<file path="src/rtl/ccff_bitstream_loader.sv">
// Configuration-chain loader: serialises host words MSB-first onto ccff_head,
// CRCs the stream on load, and CRCs ccff_tail on a verify re-shift for readback.
module ccff_bitstream_loader #(
  parameter int WORD_W    = 8,
  parameter int CHAIN_LEN = 20,
  parameter int CNT_W     = 16
) (
  input  logic              prog_clk,
  input  logic              pReset,
  input  logic              start,
  input  logic              verify,
  input  logic [WORD_W-1:0] cfg_data,
  input  logic              cfg_valid,
  output logic              cfg_ready,
  output logic              ccff_head,
  output logic              shift_en,
  input  logic              ccff_tail,
  output logic              busy,
  output logic              done,
  output logic              pass,
  output logic [15:0]       ref_crc
);

  // state | meaning
  // IDLE  | after reset, waiting for start
  // FETCH | cfg_ready high, waiting for the next word
  // SHIFT | one bit of the current word per cycle
  // FIN   | last bit shifting out; latch CRC result
  // DONE  | result held until the next start
  typedef enum logic [2:0] {
    IDLE  = 3'd0,
    FETCH = 3'd1,
    SHIFT = 3'd2,
    FIN   = 3'd3,
    DONE  = 3'd4
  } state_t;

  localparam int WB_W = $clog2(WORD_W + 1);
  localparam logic [CNT_W-1:0] CHAIN_END = CNT_W'(CHAIN_LEN);
  localparam logic [WB_W-1:0]  WORD_END  = WB_W'(WORD_W);

  state_t            state_q, state_d;
  logic [WORD_W-1:0] word_sr;
  logic [WB_W-1:0]   wcnt;
  logic [WB_W-1:0]   wcnt_inc;
  logic [CNT_W-1:0]  bit_cnt;
  logic [CNT_W-1:0]  cnt_inc;
  logic [15:0]       crc;
  logic [15:0]       crc_upd;
  logic              verify_q;

  function automatic logic [15:0] crc_step(input logic [15:0] c, input logic b);
    logic fb;
    fb = c[15] ^ b;
    crc_step = {c[14:0], 1'b0} ^ (fb ? 16'h1021 : 16'h0000);
  endfunction

  assign cnt_inc  = bit_cnt + 1'b1;
  assign wcnt_inc = wcnt + 1'b1;

  // The chain consumes a bit on the edge after shift_en is high, so the CRC
  // steps on that same edge; the tail bit seen then is the one leaving the chain.
  assign crc_upd = shift_en ? crc_step(crc, verify_q ? ccff_tail : ccff_head) : crc;

  always_ff @(posedge prog_clk or posedge pReset) begin
    if (pReset) state_q <= IDLE;
    else        state_q <= state_d;
  end

  always_comb begin
    state_d   = state_q;
    cfg_ready = 1'b0;
    case (state_q)
      IDLE, DONE: if (start) state_d = FETCH;
      FETCH: begin
        cfg_ready = 1'b1;
        if (cfg_valid) state_d = SHIFT;
      end
      SHIFT: begin
        if (cnt_inc == CHAIN_END)     state_d = FIN;
        else if (wcnt_inc == WORD_END) state_d = FETCH;
      end
      FIN:     state_d = DONE;
      default: state_d = IDLE;
    endcase
  end

  always_ff @(posedge prog_clk or posedge pReset) begin
    if (pReset) begin
      word_sr   <= '0;
      wcnt      <= '0;
      bit_cnt   <= '0;
      crc       <= 16'hFFFF;
      ref_crc   <= 16'hFFFF;
      verify_q  <= 1'b0;
      ccff_head <= 1'b0;
      shift_en  <= 1'b0;
      busy      <= 1'b0;
      done      <= 1'b0;
      pass      <= 1'b0;
    end else begin
      crc       <= crc_upd;
      shift_en  <= 1'b0;
      ccff_head <= 1'b0;
      case (state_q)
        IDLE, DONE: begin
          if (start) begin
            verify_q <= verify;
            bit_cnt  <= '0;
            crc      <= 16'hFFFF;
            done     <= 1'b0;
            pass     <= 1'b0;
            busy     <= 1'b1;
          end
        end
        FETCH: begin
          if (cfg_valid) begin
            word_sr <= cfg_data;
            wcnt    <= '0;
          end
        end
        SHIFT: begin
          ccff_head <= word_sr[WORD_W-1];
          shift_en  <= 1'b1;
          word_sr   <= word_sr << 1;
          bit_cnt   <= cnt_inc;
          wcnt      <= wcnt_inc;
        end
        FIN: begin
          busy <= 1'b0;
          done <= 1'b1;
          if (verify_q) begin
            pass <= (crc_upd == ref_crc);
          end else begin
            ref_crc <= crc_upd;
            pass    <= 1'b0;
          end
        end
        default: ;
      endcase
    end
  end

endmodule

</file>
<file path="config.mk">
export PLATFORM = sky130hd
export DESIGN_NAME = ccff_bitstream_loader
export DESIGN_NICKNAME = d
export VERILOG_FILES = /design/src/rtl/ccff_bitstream_loader.sv
export SDC_FILE = /design/constraint.sdc
export NUM_CORES = 1
export LEC_CHECK = 0
export BUFFER_PORTS_ARGS = -buffer_cell sky130_fd_sc_hd__buf_2
export CAP_MARGIN = 20
export CORE_MARGIN = 4
export CORE_UTILIZATION = 63
export DETAILED_ROUTE_END_ITERATION = 10
export PLACE_DENSITY_LB_ADDON = 0.2
export SYNTH_ARGS = -nofsm -noshare
export SYNTH_HDL_FRONTEND = slang
export SYNTH_SLANG_ARGS = --single-unit
</file>
<file path="constraint.sdc">
create_clock -name prog_clk -period 4.15 [get_ports prog_clk]
set_clock_uncertainty 0.2 [all_clocks]
set_input_delay 0.6225 -clock prog_clk [delete_from_list [all_inputs] [get_ports prog_clk]]
set_output_delay 0.6225 -clock prog_clk [all_outputs]
set_load 0.03 [all_outputs]
</file>
## Word level (Yosys, flattened, before mapping)

Cells that the tools add are included.

| storage, ports and cells | value |
|---|---|
| bits in registers | 69 |
| input port bits | 14 |
| output and inout port bits | 22 |
| logic and storage cells | 63 |

| cells by class | value |
|---|---|
| add/subtract/negate cells | 2 |
| reduce and logical (&&, ||, !) cells | 11 |
| bitwise gates (word level) | 3 |
| muxes and demuxes | 25 |
| equality and inequality tests | 10 |

Operators by type and width:

| operator | number |
|---|---|
| $mux W16 | 4 |
| $pmux W16 S2 | 1 |
| $add A16 B1 Y16 const B | 1 |
| $eq A16 B16 Y1 | 1 |
| $eq A16 B5 Y1 const B | 1 |
| $pmux W8 S2 | 1 |
| $xor A16 B13 Y16 | 1 |
| $mux W13 | 1 |
| $mux W3 | 4 |
| $pmux W3 S4 | 1 |
| $reduce_and A2 Y1 | 5 |
| $mux W8 | 1 |
| $pmux W4 S2 | 1 |
| $mux W1 | 7 |
| $eq A3 B2 Y1 const B | 2 |
| $pmux W1 S2 | 3 |
| $reduce_bool A2 Y1 | 3 |
| $add A4 B1 Y4 const B | 1 |
| $eq A4 B4 Y1 const B | 1 |
| $mux W4 | 1 |
| $ne A2 B2 Y1 const B | 2 |
| $eq A3 B1 Y1 const B | 1 |
| $eq A3 B3 Y1 const B | 1 |
| $logic_not A3 Y1 | 1 |
| other kinds (5) | 5 |

## Depth between registers and ports, before layout

Gate-level depths: netlist (run 1).

| logic depth | value |
|---|---|
| depth after elaboration | 8 |
| depth in mapped cells | 8 |

## Worst setup path after synthesis (run 1)

OpenSTA, ideal clock, no wires.

| timing | value |
|---|---|
| kind | flip-flop to flip-flop |
| start point | register state_q[1] |
| end point | register wcnt[3] |
| setup time | 122 ps |
| arrival time | 2097 ps |
| cell stages (with the launch flop) | 7 |
| setup slack | 1730 ps |
| path buffers | 0 |
| data required time | 3828 ps |
| cells stage by stage | dfrtp_1 > nor3b_1 > nand2_1 > nand2_1 > o21ai_1 > nand2_1 > o21ai_1 |

| between the ends | value |
|---|---|
| longest elaborated chain between the ends | 3 |
| elaborated cells on any way between the ends | 6 |
| classes of those cells | eq/ne (3); mux (1); reduce/logical (2) |

Ends and longest elaborated chain:

| element | RTL line | source |
|---|---|---|
| from (decl) | 42 | `state_t state_q, state_d;` |
| from (signal assigned) | 67 | `else state_q <= state_d;` |
| $eq A3 B1 Y1 / $eq A3 B2 Y1 (equally long branches) | 105 | `case (state_q)` |
| $ne A2 B2 Y1 (no line) / $reduce_bool A2 Y1 (equally long branches) | -- |  |
| $reduce_and A2 Y1 (no line) | -- |  |
| to (signal assigned) | 127 | `wcnt <= wcnt_inc;` |
| to (decl) | 44 | `logic [WB_W-1:0] wcnt;` |

Parallel ways exist; a longest one is shown, timed or not.
A chain may end at the register's enable or synchronous reset.

## Final worst setup path (run 1)

| timing | value |
|---|---|
| start point | register shift_en |
| end point | register pass |

| between the ends | value |
|---|---|
| longest elaborated chain between the ends | 4 |

Ends and longest elaborated chain:

| element | RTL line | source |
|---|---|---|
| from (decl) | 16 | `output logic shift_en,` |
| from (signal assigned) | 97 | `shift_en <= 1'b0;` |
| from (signal assigned) | 103 | `shift_en <= 1'b0;` |
| from (signal assigned) | 124 | `shift_en <= 1'b1;` |
| $mux W16 | 63 | `assign crc_upd = shift_en ? crc_step(crc, verify_q ? ccff_tail : ccff_head) : crc;` |
| $eq A16 B16 Y1 | 133 | `pass <= (crc_upd == ref_crc);` |
| $mux W1 | 132 | `if (verify_q) begin` |
| $pmux W1 S2 | 105 |  |
| to (signal assigned) | 133 |  |
| to (decl) | 20 | `output logic pass,` |

No other way between the ends.

==> results.json, run 1 <==
{
  "status": "completed",
  "p_leak_uw": 0.00163,
  "n_antenna_cell": 0,
  "cts_buffers": 9,
  "synth-adder-area-share_pct": 0.737,
  "nets": 402,
  "setup-violations-final": 0,
  "synth_simple_gate_area_share_pct": 18.9,
  "yosys_warnings": 0,
  "power_uw": 2800,
  "tightest_slew_ps": 746,
  "arrival_ps": 2690,
  "reg2regPathDepth": 7,
  "synth_edf_count": 0,
  "gp_congestion": 0.878,
  "grt_pass1_wl_um": 12000,
  "grt_pass1_vias": 2590,
  "gr-total-overflow": 0,
  "cts_sinks": 69,
  "stdcell_area_um2": 3860,
  "cap_violations": 0,
  "layout_common_cells": "66 x nand2_1, 44 x o21ai_1, 37 x dfrtp_1",
  "cts_buffer_depth": 2,
  "synth-compound-area-share_pct": 12.3,
  "areaGrowthSynthToFinish_pct": 13.6,
  "drive_gt1_share_pct": 24.3,
  "num_vias": 2661,
  "reg2reg_slack_ps": 1520,
  "synth_seq_cells": 69,
  "drcViolationCount": 0,
  "min_period_ps": 2630,
  "die_h_um": 81.4,
  "r2r-end": "pass",
  "route.antenna.remaining_nets": 0,
  "rr_startpoint": "shift_en",
  "h-tree-depth": 3,
  "final_cells": 461,
  "clk_latency_ps": 340,
  "worstSetupEndpoint": "pass",
  "report.final.slew_viol_count": 0,
  "cp_data_required_time_ps": 4220,
  "antenna_found_initial": 0,
  "layout_commonest_cell": "nand2_1",
  "die_area_um2": 6630,
  "path_class": "flip-flop to flip-flop",
  "async_reset_ff_share_pct": 100,
  "crit_fanout": 20,
  "placed_cell_area_um2": 3600,
  "netlist_area_um2": 3400,
  "final_util_pct": 74.6,
  "synth_cells": 352,
  "hp-class": "primary input to asynchronous set/reset pin",
  "first_pass_iters": 4,
  "yosys.area_share.xor_xnor_pct": 6.96,
  "numPortBuffers": 35,
  "fp-row-count": 26,
  "core_region_area_um2": 5170,
  "ios": 36,
  "cts_setup_buffers": 0,
  "finalHoldViolations": 0,
  "cts_root_buf": "clkbuf_8",
  "vias_per_cell": 5.77,
  "worst_setup_path_start_kind": "flip-flop",
  "start_util_pct": 65.7,
  "post_cts_resized": 0,
  "dpl.hpwl_um": 4700,
  "synth.net_count": 368,
  "synth_top_area_cell": "dfrtp_1",
  "dp.cells": 443,
  "first_iter_violations": 135,
  "muxShareOfSynthArea_pct": 5.86,
  "path_clk_slew_ps": 80,
  "timing.fmax_mhz": 381,
  "cts_hold_buf": 0,
  "syn_avg_cell_area_um2": 9.65,
  "ys_seq_area_share_pct": 52.0,
  "slew_headroom_pct": 50.2,
  "cts_tree": "built",
  "wirelength_um": 7010,
  "grt_usage_pct": 23.6,
  "netlist.area_leader.share_pct": 27.3,
  "synth_top_family_by_area": "simple AND/OR/NAND/NOR gates",
  "grt_max_degree": 51,
  "wl_per_cell_um": 15.2,
  "min_period_over_period_pct": 63.3,
  "ir_worst_vdd_uv": 463,
  "crit_path_end_kind": "flip-flop",
  "ys.flop_type": "dfrtp_1",
  "die-width_um": 81.4,
  "cp-startpoint": "shift_en",
  "setup_tns_ps": 0,
  "synth.area.top_cells": "dfrtp_1 27%, dfstp_2 25%, nand2_1 7.3%",
  "power_density_nw_per_um2": 725,
  "rsz0062_at_grt": "false",
  "yosysUniqueCellTypes": 47
}
## critical path: stages, from the launching register on
cell and delay (ps):
dfrtp_1 590, buf_16 220, mux2i_2 290, xnor2_1 100, nor4_1 310, nand4_1 120
or4_1 530, o21ai_1 180
## stage by stage
| step | hold slack, ps | setup WS, ps |
|---|---|---|
| floorplan | 253 | 1640 |
| global placement | 257 | 1260 |
| detailed placement | 259 | 1200 |
| CTS | 277 | 1120 |
| global route | 114 | 1390 |
| finish | 123 | 1520 |
## layer usage
metal	up-vias	share of wire, %	wire length [um]	global-route usage, %
met2	54	52	3620	39.4
li1	1293	-	-	-
met5	-	0	0	0
met3	14	3.7	262	4.50
met4	0	1.7	122	9.63
met1	1300	43	3010	30.1
## final cells by class
class	count	area [um^2]
tap	70	87.6
timing repair buffer	41	253
inverter	6	22.5
multi-input combinational	259	1520
fill	378	1310
clock inverter	5	58.8
sequential	69	1770
clock buffer	11	151
## power breakdown
| part | leakage [uW] | internal, uW | switching [uW] |
|---|---|---|---|
| sequential | 0.000816 | 960 | 190 |
| combinational | 0.000716 | 388 | 692 |
| clock | 0.000102 | 310 | 258 |
## flip-flops by register name (all words and copies together), names as in the netlist
| signal | cells |
|---|---|
| bit_cnt | 16 |
| busy | 1 |
| ccff_head | 1 |
| crc | 16 |
| done | 1 |
| pass | 1 |
| ref_crc | 16 |
| shift_en | 1 |
| state_q | 3 |
| verify_q | 1 |
| wcnt | 4 |
| word_sr | 8 |
## Yosys cell counts, types with 3 or more instances
cell type / count
a21oi_1: 5
a31oi_1: 5
and3_1: 5
clkbuf_1: 14
dfrtp_1: 37
dfstp_2: 32
inv_1: 5
mux2i_1: 16
nand2_1: 66
nand2b_1: 3
nand3_1: 12
nand4_1: 7
nor2_1: 22
nor3_1: 6
nor4_1: 3
o21ai_1: 44
o22ai_1: 7
xnor2_1: 18
xor2_1: 9
## worst min-delay path by stage
stage	end	slack [ps]	cells past startpoint
global route	crc[9]	110	2
detailed placement	done	260	2
CTS	done	280	2
global placement	done	260	2
floorplan	ccff_head	250	1
finish	ref_crc[9]	120	2
## cell families (layout without fill, tap and decap cells)
family	count (synthesis)	after routing
DFF	69	69
xor gates and xnor gates	27	27
and+or+nand+nor	138	138
adders and majority gates	2	2
AOI/OAI and AO/OA	73	73
buffers and inverters	24	63
muxes	19	19
(Power assumes the default switching activity.)
==> run 2: changes to the inputs <==
CORE_UTILIZATION = 53   (was 63)
clock period = 2.25 ns   (was 4.15 ns; I/O delays follow)
==> run 2 against run 1 <==
Net effect: maximum frequency grew 18%; flip-flop and latch count unchanged; clock power grew 81%; clock-buffer cell count is 1 lower; wire length grew 12%; design area rose by 9.2%; setup slack worse by 1500 ps; critical path depth fell by 1; first-iteration DRC count fell by 21%; largest cell class unchanged; final cell count is 9.1% higher; critical path type unchanged.
==> results.json, run 2 (same netlist as run 1, synthesis figures left out) <==
{
  "pwr-share-comb_pct": 41.8,
  "start_util_pct": 56.0,
  "h-tree-depth": 3,
  "path_class": "flip-flop to flip-flop",
  "drcViolationCount": 0,
  "min_period_ps": 2230,
  "cts_root_buf": "clkbuf_8",
  "wl_per_cell_um": 15.6,
  "fillers": 465,
  "cts_tree": "built",
  "die-width_um": 88.0,
  "grt_max_degree": 30,
  "hp-class": "primary input to flip-flop",
  "p_int_uw": 3220,
  "die_h_um": 88.0,
  "layout_common_cells": "66 x nand2_1, 43 x o21ai_1, 37 x buf_4",
  "cts_sinks": 69,
  "slowest_stage": "or4_4",
  "core_region_area_um2": 6060,
  "p_sw_uw": 2230,
  "critPathMaxStageDelay_ps": 500,
  "ios": 36,
  "crit_fanout": 4,
  "cap_violations": 0,
  "p_leak_uw": 0.00185,
  "first_pass_iters": 4,
  "drive_gt1_share_pct": 33.6,
  "report.final.slew_viol_count": 0,
  "vias_per_cell": 5.60,
  "n_antenna_cell": 0,
  "grt_pass1_vias": 2840,
  "numPortBuffers": 35,
  "gp_congestion": 0.854,
  "rsz0062_at_grt": "true",
  "swShare_pct": 40.9,
  "power_density_nw_per_um2": 1290,
  "min_period_over_period_pct": 99.1,
  "ir_worst_vdd_uv": 811,
  "arrival_ps": 2290,
  "timing.fmax_mhz": 448,
  "status": "completed",
  "wirelength_um": 7840,
  "tightest_slew_ps": 690,
  "grt_usage_pct": 21.8,
  "p_clk_share_pct": 18.8,
  "fp-row-count": 28,
  "gr-total-overflow": 0,
  "hold-worst-slack_ps": 44.3,
  "die_area_um2": 7750,
  "areaGrowthSynthToFinish_pct": 24.1,
  "slew_headroom_pct": 54.0,
  "path_cells": "ha_1, nand4_1, nor4_4, a31oi_1, or4_4, a22oi_2",
  "power_uw": 5450,
  "dpl.hpwl_um": 5340,
  "path_clk_slew_ps": 80,
  "cp_data_required_time_ps": 2310,
  "seqPwrFrac_pct": 39.4,
  "layout_commonest_cell": "nand2_1",
  "num_vias": 2819,
  "first_iter_violations": 107,
  "clk_latency_ps": 340,
  "route.antenna.remaining_nets": 0,
  "crit_path_end_kind": "flip-flop",
  "nets": 439,
  "antenna_found_initial": 0,
  "finalHoldViolations": 0,
  "reg.largest.list": "bit_cnt: 16 flops, crc: 16 flops, ref_crc: 16 flops",
  "cts_buffer_depth": 2,
  "cts_buffers": 9,
  "setup-violations-final": 0,
  "grt_pass1_wl_um": 13100,
  "worst_setup_path_start_kind": "flip-flop"
}
run 2: cell types whose count changed in the layout (fill, tap and decap cells not counted), sizes merged:
cell / delta
dlygate4sd3: +3
clkinvlp: +1
clkbuf: -1
buf: +34
run 2: layer usage:
layer / GRT usage, % / up-vias / routed length (um)
met4: 8.65 / 0 / 132
met3: 4.05 / 11 / 384
li1: - / 1370 / -
met5: 0 / - / 0
met2: 36.1 / 80 / 3870
met1: 28.5 / 1358 / 3460
run 2: power by group through the flow:
stage	Sequential, uW	Clock (uW)	Combinational (uW)
3_3_place_gp	2130	0	2120
5_1_grt	2210	1110	2500
2_1_floorplan	2410	0	1190
4_1_cts	2120	1050	2190
3_5_place_dp	2140	0	2170
6_report	2150	1030	2280
run 2: timing repair:
item                                    CTS  global route
hold endpoints to repair                 14             0
hold buffers                              3             0
setup buffers                             1             2
pin swaps                                 0            11
gates resized for setup                   4            15
cloned                                    0             0
endpoints found under the setup margin    2             3
run 2: layout make-up:
type                       count  area [um^2]  area share, %
clock buffer                  10          138           3.27
multi-input combinational    259         1600           38.0
clock inverter                 6         62.6           1.49
tap                           75         93.8           2.23
inverter                       6         22.5          0.535
sequential                    69         1770           42.0
timing repair buffer          78          529           12.6
run 2: through the flow:
stage	cells	instance area (um^2)	setup TNS, ps	utilization, %	setup slack (ps)
final	503	4210	0	69.5	19.5
after global routing	503	4210	-372	69.5	-131
after CTS	501	4130	0	68.2	10.6
after detailed placement	481	3870	-43.2	63.9	-43.2
after global placement	481	3870	0	63.9	23.5
after floorplan	352	3400	-33.2	-	-33.2
run 2: worst paths after layout:
path / start / to / slack (ps) / cells after the start
max reg2reg: bit_cnt[0] / state_q[0] / 20 / 6
min in group asynchronous: pReset / done / 420 / 3
max: bit_cnt[0] / state_q[0] / 20 / 6
min: cfg_data[4] / word_sr[4] / 40 / 3
max in group asynchronous: pReset / ref_crc[13] / 760 / 4
min reg2reg: busy / busy / 270 / 2
run 2: worst max-delay path: cells and delay by family, from the launching register on:
kind / cells / cell delay [ps]
AO/OA/AOI/OAI: 2 / 270
AND/OR/NAND/NOR: 3 / 1060
adder cells (fa/ha/maj): 1 / 210
flip-flops: 1 / 400
==> run 3: changes to the inputs <==
CAP_MARGIN = unset   (was 20)
HOLD_SLACK_MARGIN = 0.12   (was unset)
==> run 3 against run 2 <==
Net effect: flip-flop and latch count unchanged; critical endpoint is now pass; setup slack improved by 2.0 ps; clock power about the same; total power increased by 0.26%; sequential share of layout area decreased by 0.88 points; clock-buffer cell count unchanged; via count increased by 0.50%; utilization increased by 1.5 points; hold slack improved by 230 ps; largest power group unchanged; critical path type unchanged; largest cell class unchanged.
==> results.json, run 3 (same netlist as run 1, synthesis figures left out) <==
{
  "ios": 36,
  "min_period_ps": 2230,
  "rsz0062_at_grt": "true",
  "nets": 448,
  "cap_violations": 0,
  "path_clk_slew_ps": 80,
  "r2r-end": "pass",
  "p_clk_share_pct": 18.8,
  "final_cells": 512,
  "layout_common_cells": "66 x nand2_1, 43 x o21ai_1, 37 x buf_4",
  "hp-class": "flip-flop to flip-flop",
  "numPortBuffers": 35,
  "swShare_pct": 40.8,
  "power_density_nw_per_um2": 1270,
  "first_iter_violations": 148,
  "timing.fmax_mhz": 449,
  "drcViolationCount": 0,
  "cts_tree": "built",
  "multiInputGateArea_um2": 1600,
  "grt_pass1_vias": 2875,
  "num_vias": 2833,
  "slew_headroom_pct": 55.2,
  "setup-violations-final": 0,
  "pwr-share-comb_pct": 41.9,
  "die-width_um": 88.0,
  "antenna_found_initial": 0,
  "core_region_area_um2": 6060,
  "p_leak_uw": 0.00188,
  "crit_fanout": 8,
  "fillers": 453,
  "ir_worst_vdd_uv": 804,
  "hold-worst-slack_ps": 273,
  "start_util_pct": 56.0,
  "crit_path_end_kind": "flip-flop",
  "status": "completed",
  "vias_per_cell": 5.53,
  "dp.cells": 481,
  "min_period_over_period_pct": 99.0,
  "grt_pass1_wl_um": 13500,
  "grt_usage_pct": 22.5,
  "reg2regPathDepth": 7,
  "dpl.hpwl_um": 5340,
  "placed_cell_area_um2": 3870,
  "finalHoldViolations": 0,
  "h-tree-depth": 3,
  "drive_gt1_share_pct": 33.0,
  "cts_buffer_depth": 2,
  "rr_startpoint": "shift_en",
  "report.final.slew_viol_count": 0,
  "layout_commonest_cell": "nand2_1",
  "tightest_slew_ps": 672,
  "setup_tns_ps": 0,
  "path_class": "flip-flop to flip-flop",
  "fp-row-count": 28,
  "areaGrowthSynthToFinish_pct": 26.7,
  "reg.largest.list": "bit_cnt: 16 flops, crc: 16 flops, ref_crc: 16 flops",
  "cp_data_required_time_ps": 2320,
  "wirelength_um": 8010,
  "grt_max_degree": 30,
  "gp_congestion": 0.854,
  "route.antenna.remaining_nets": 0,
  "worst_setup_path_start_kind": "flip-flop",
  "die_area_um2": 7750,
  "cts_root_buf": "clkbuf_8",
  "worstSetupEndpoint": "pass",
  "cp-startpoint": "shift_en",
  "seqPwrFrac_pct": 39.3,
  "wl_per_cell_um": 15.6,
  "final-seq-area_um2": 1770,
  "p_int_uw": 3230,
  "stdcell_area_um2": 4300,
  "cts_buffers": 9,
  "first_pass_iters": 5,
  "die_h_um": 88.0,
  "clk_latency_ps": 340,
  "reg2reg_slack_ps": 20,
  "arrival_ps": 2300,
  "gr-total-overflow": 0,
  "cts_sinks": 69,
  "p_sw_uw": 2230,
  "n_antenna_cell": 0
}
-- run 3: cell count changes in the layout (fill, tap and decap cells not counted) --
cell,delta
dlygate4sd3_1,+9
-- run 3: per-stage QoR --
| stage | total power (uW) | utilization [%] | setup WS, ps |
|---|---|---|---|
| global route | 5820 | 71.0 | -130 |
| finish | 5460 | 71.0 | 21.6 |
| floorplan | 3600 | - | -33.2 |
| global placement | 4240 | 63.9 | 23.5 |
| detailed placement | 4310 | 63.9 | -43.2 |
| CTS | 5370 | 69.7 | 10.6 |
-- run 3: layout make-up --
cell class                 count  area share (%)
clock buffer                  10            3.20
clock inverter                 6            1.45
inverter                       6           0.523
multi-input combinational    259            37.2
sequential                    69            41.1
tap                           75            2.18
timing repair buffer          87            14.4
-- run 3: power by group through the flow --
stage,clock (uW),sequential [uW],combinational [uW]
finish,1030,2140,2290
global route,1110,2210,2510
CTS,1050,2120,2200
detailed placement,0,2140,2170
global placement,0,2130,2120
floorplan,0,2410,1190
-- run 3: how the worst min path moves through the flow --
stage	startpoint	depth (start not counted)	to	slack (ps)
floorplan	word_sr[7]	1	ccff_head	250
global placement	pReset	2	done	240
detailed placement	pReset	2	done	250
CTS	done	2	done	280
global route	ref_crc[1]	2	ref_crc[1]	310
finish	busy	2	busy	270
-- run 3: repair_timing --
item | in CTS | in global routing
gates resized for setup | 4 | 15
setup endpoints to repair | 2 | 3
pin swaps | 0 | 11
endpoints found under the hold margin | 23 | 0
hold buffers | 12 | 0
setup buffers | 1 | 2
-- run 3: worst max-delay path, cell delays in order (launching register included) --
cell      delay [ps]
dfrtp_2          510
buf_8            180
mux2i_1          280
xnor2_1          100
nor3_1           180
o311ai_0         170
or4_4            440
o21ai_2          110
-- run 3: layer usage --
layer | global-route usage, % | wire, um | vias to the layer above
met4 | 8.24 | 139 | 0
met1 | 29.5 | 3560 | 1371
met2 | 37.3 | 3950 | 66
li1 | - | - | 1386
met5 | 0 | 0 | -
met3 | 4.33 | 351 | 10
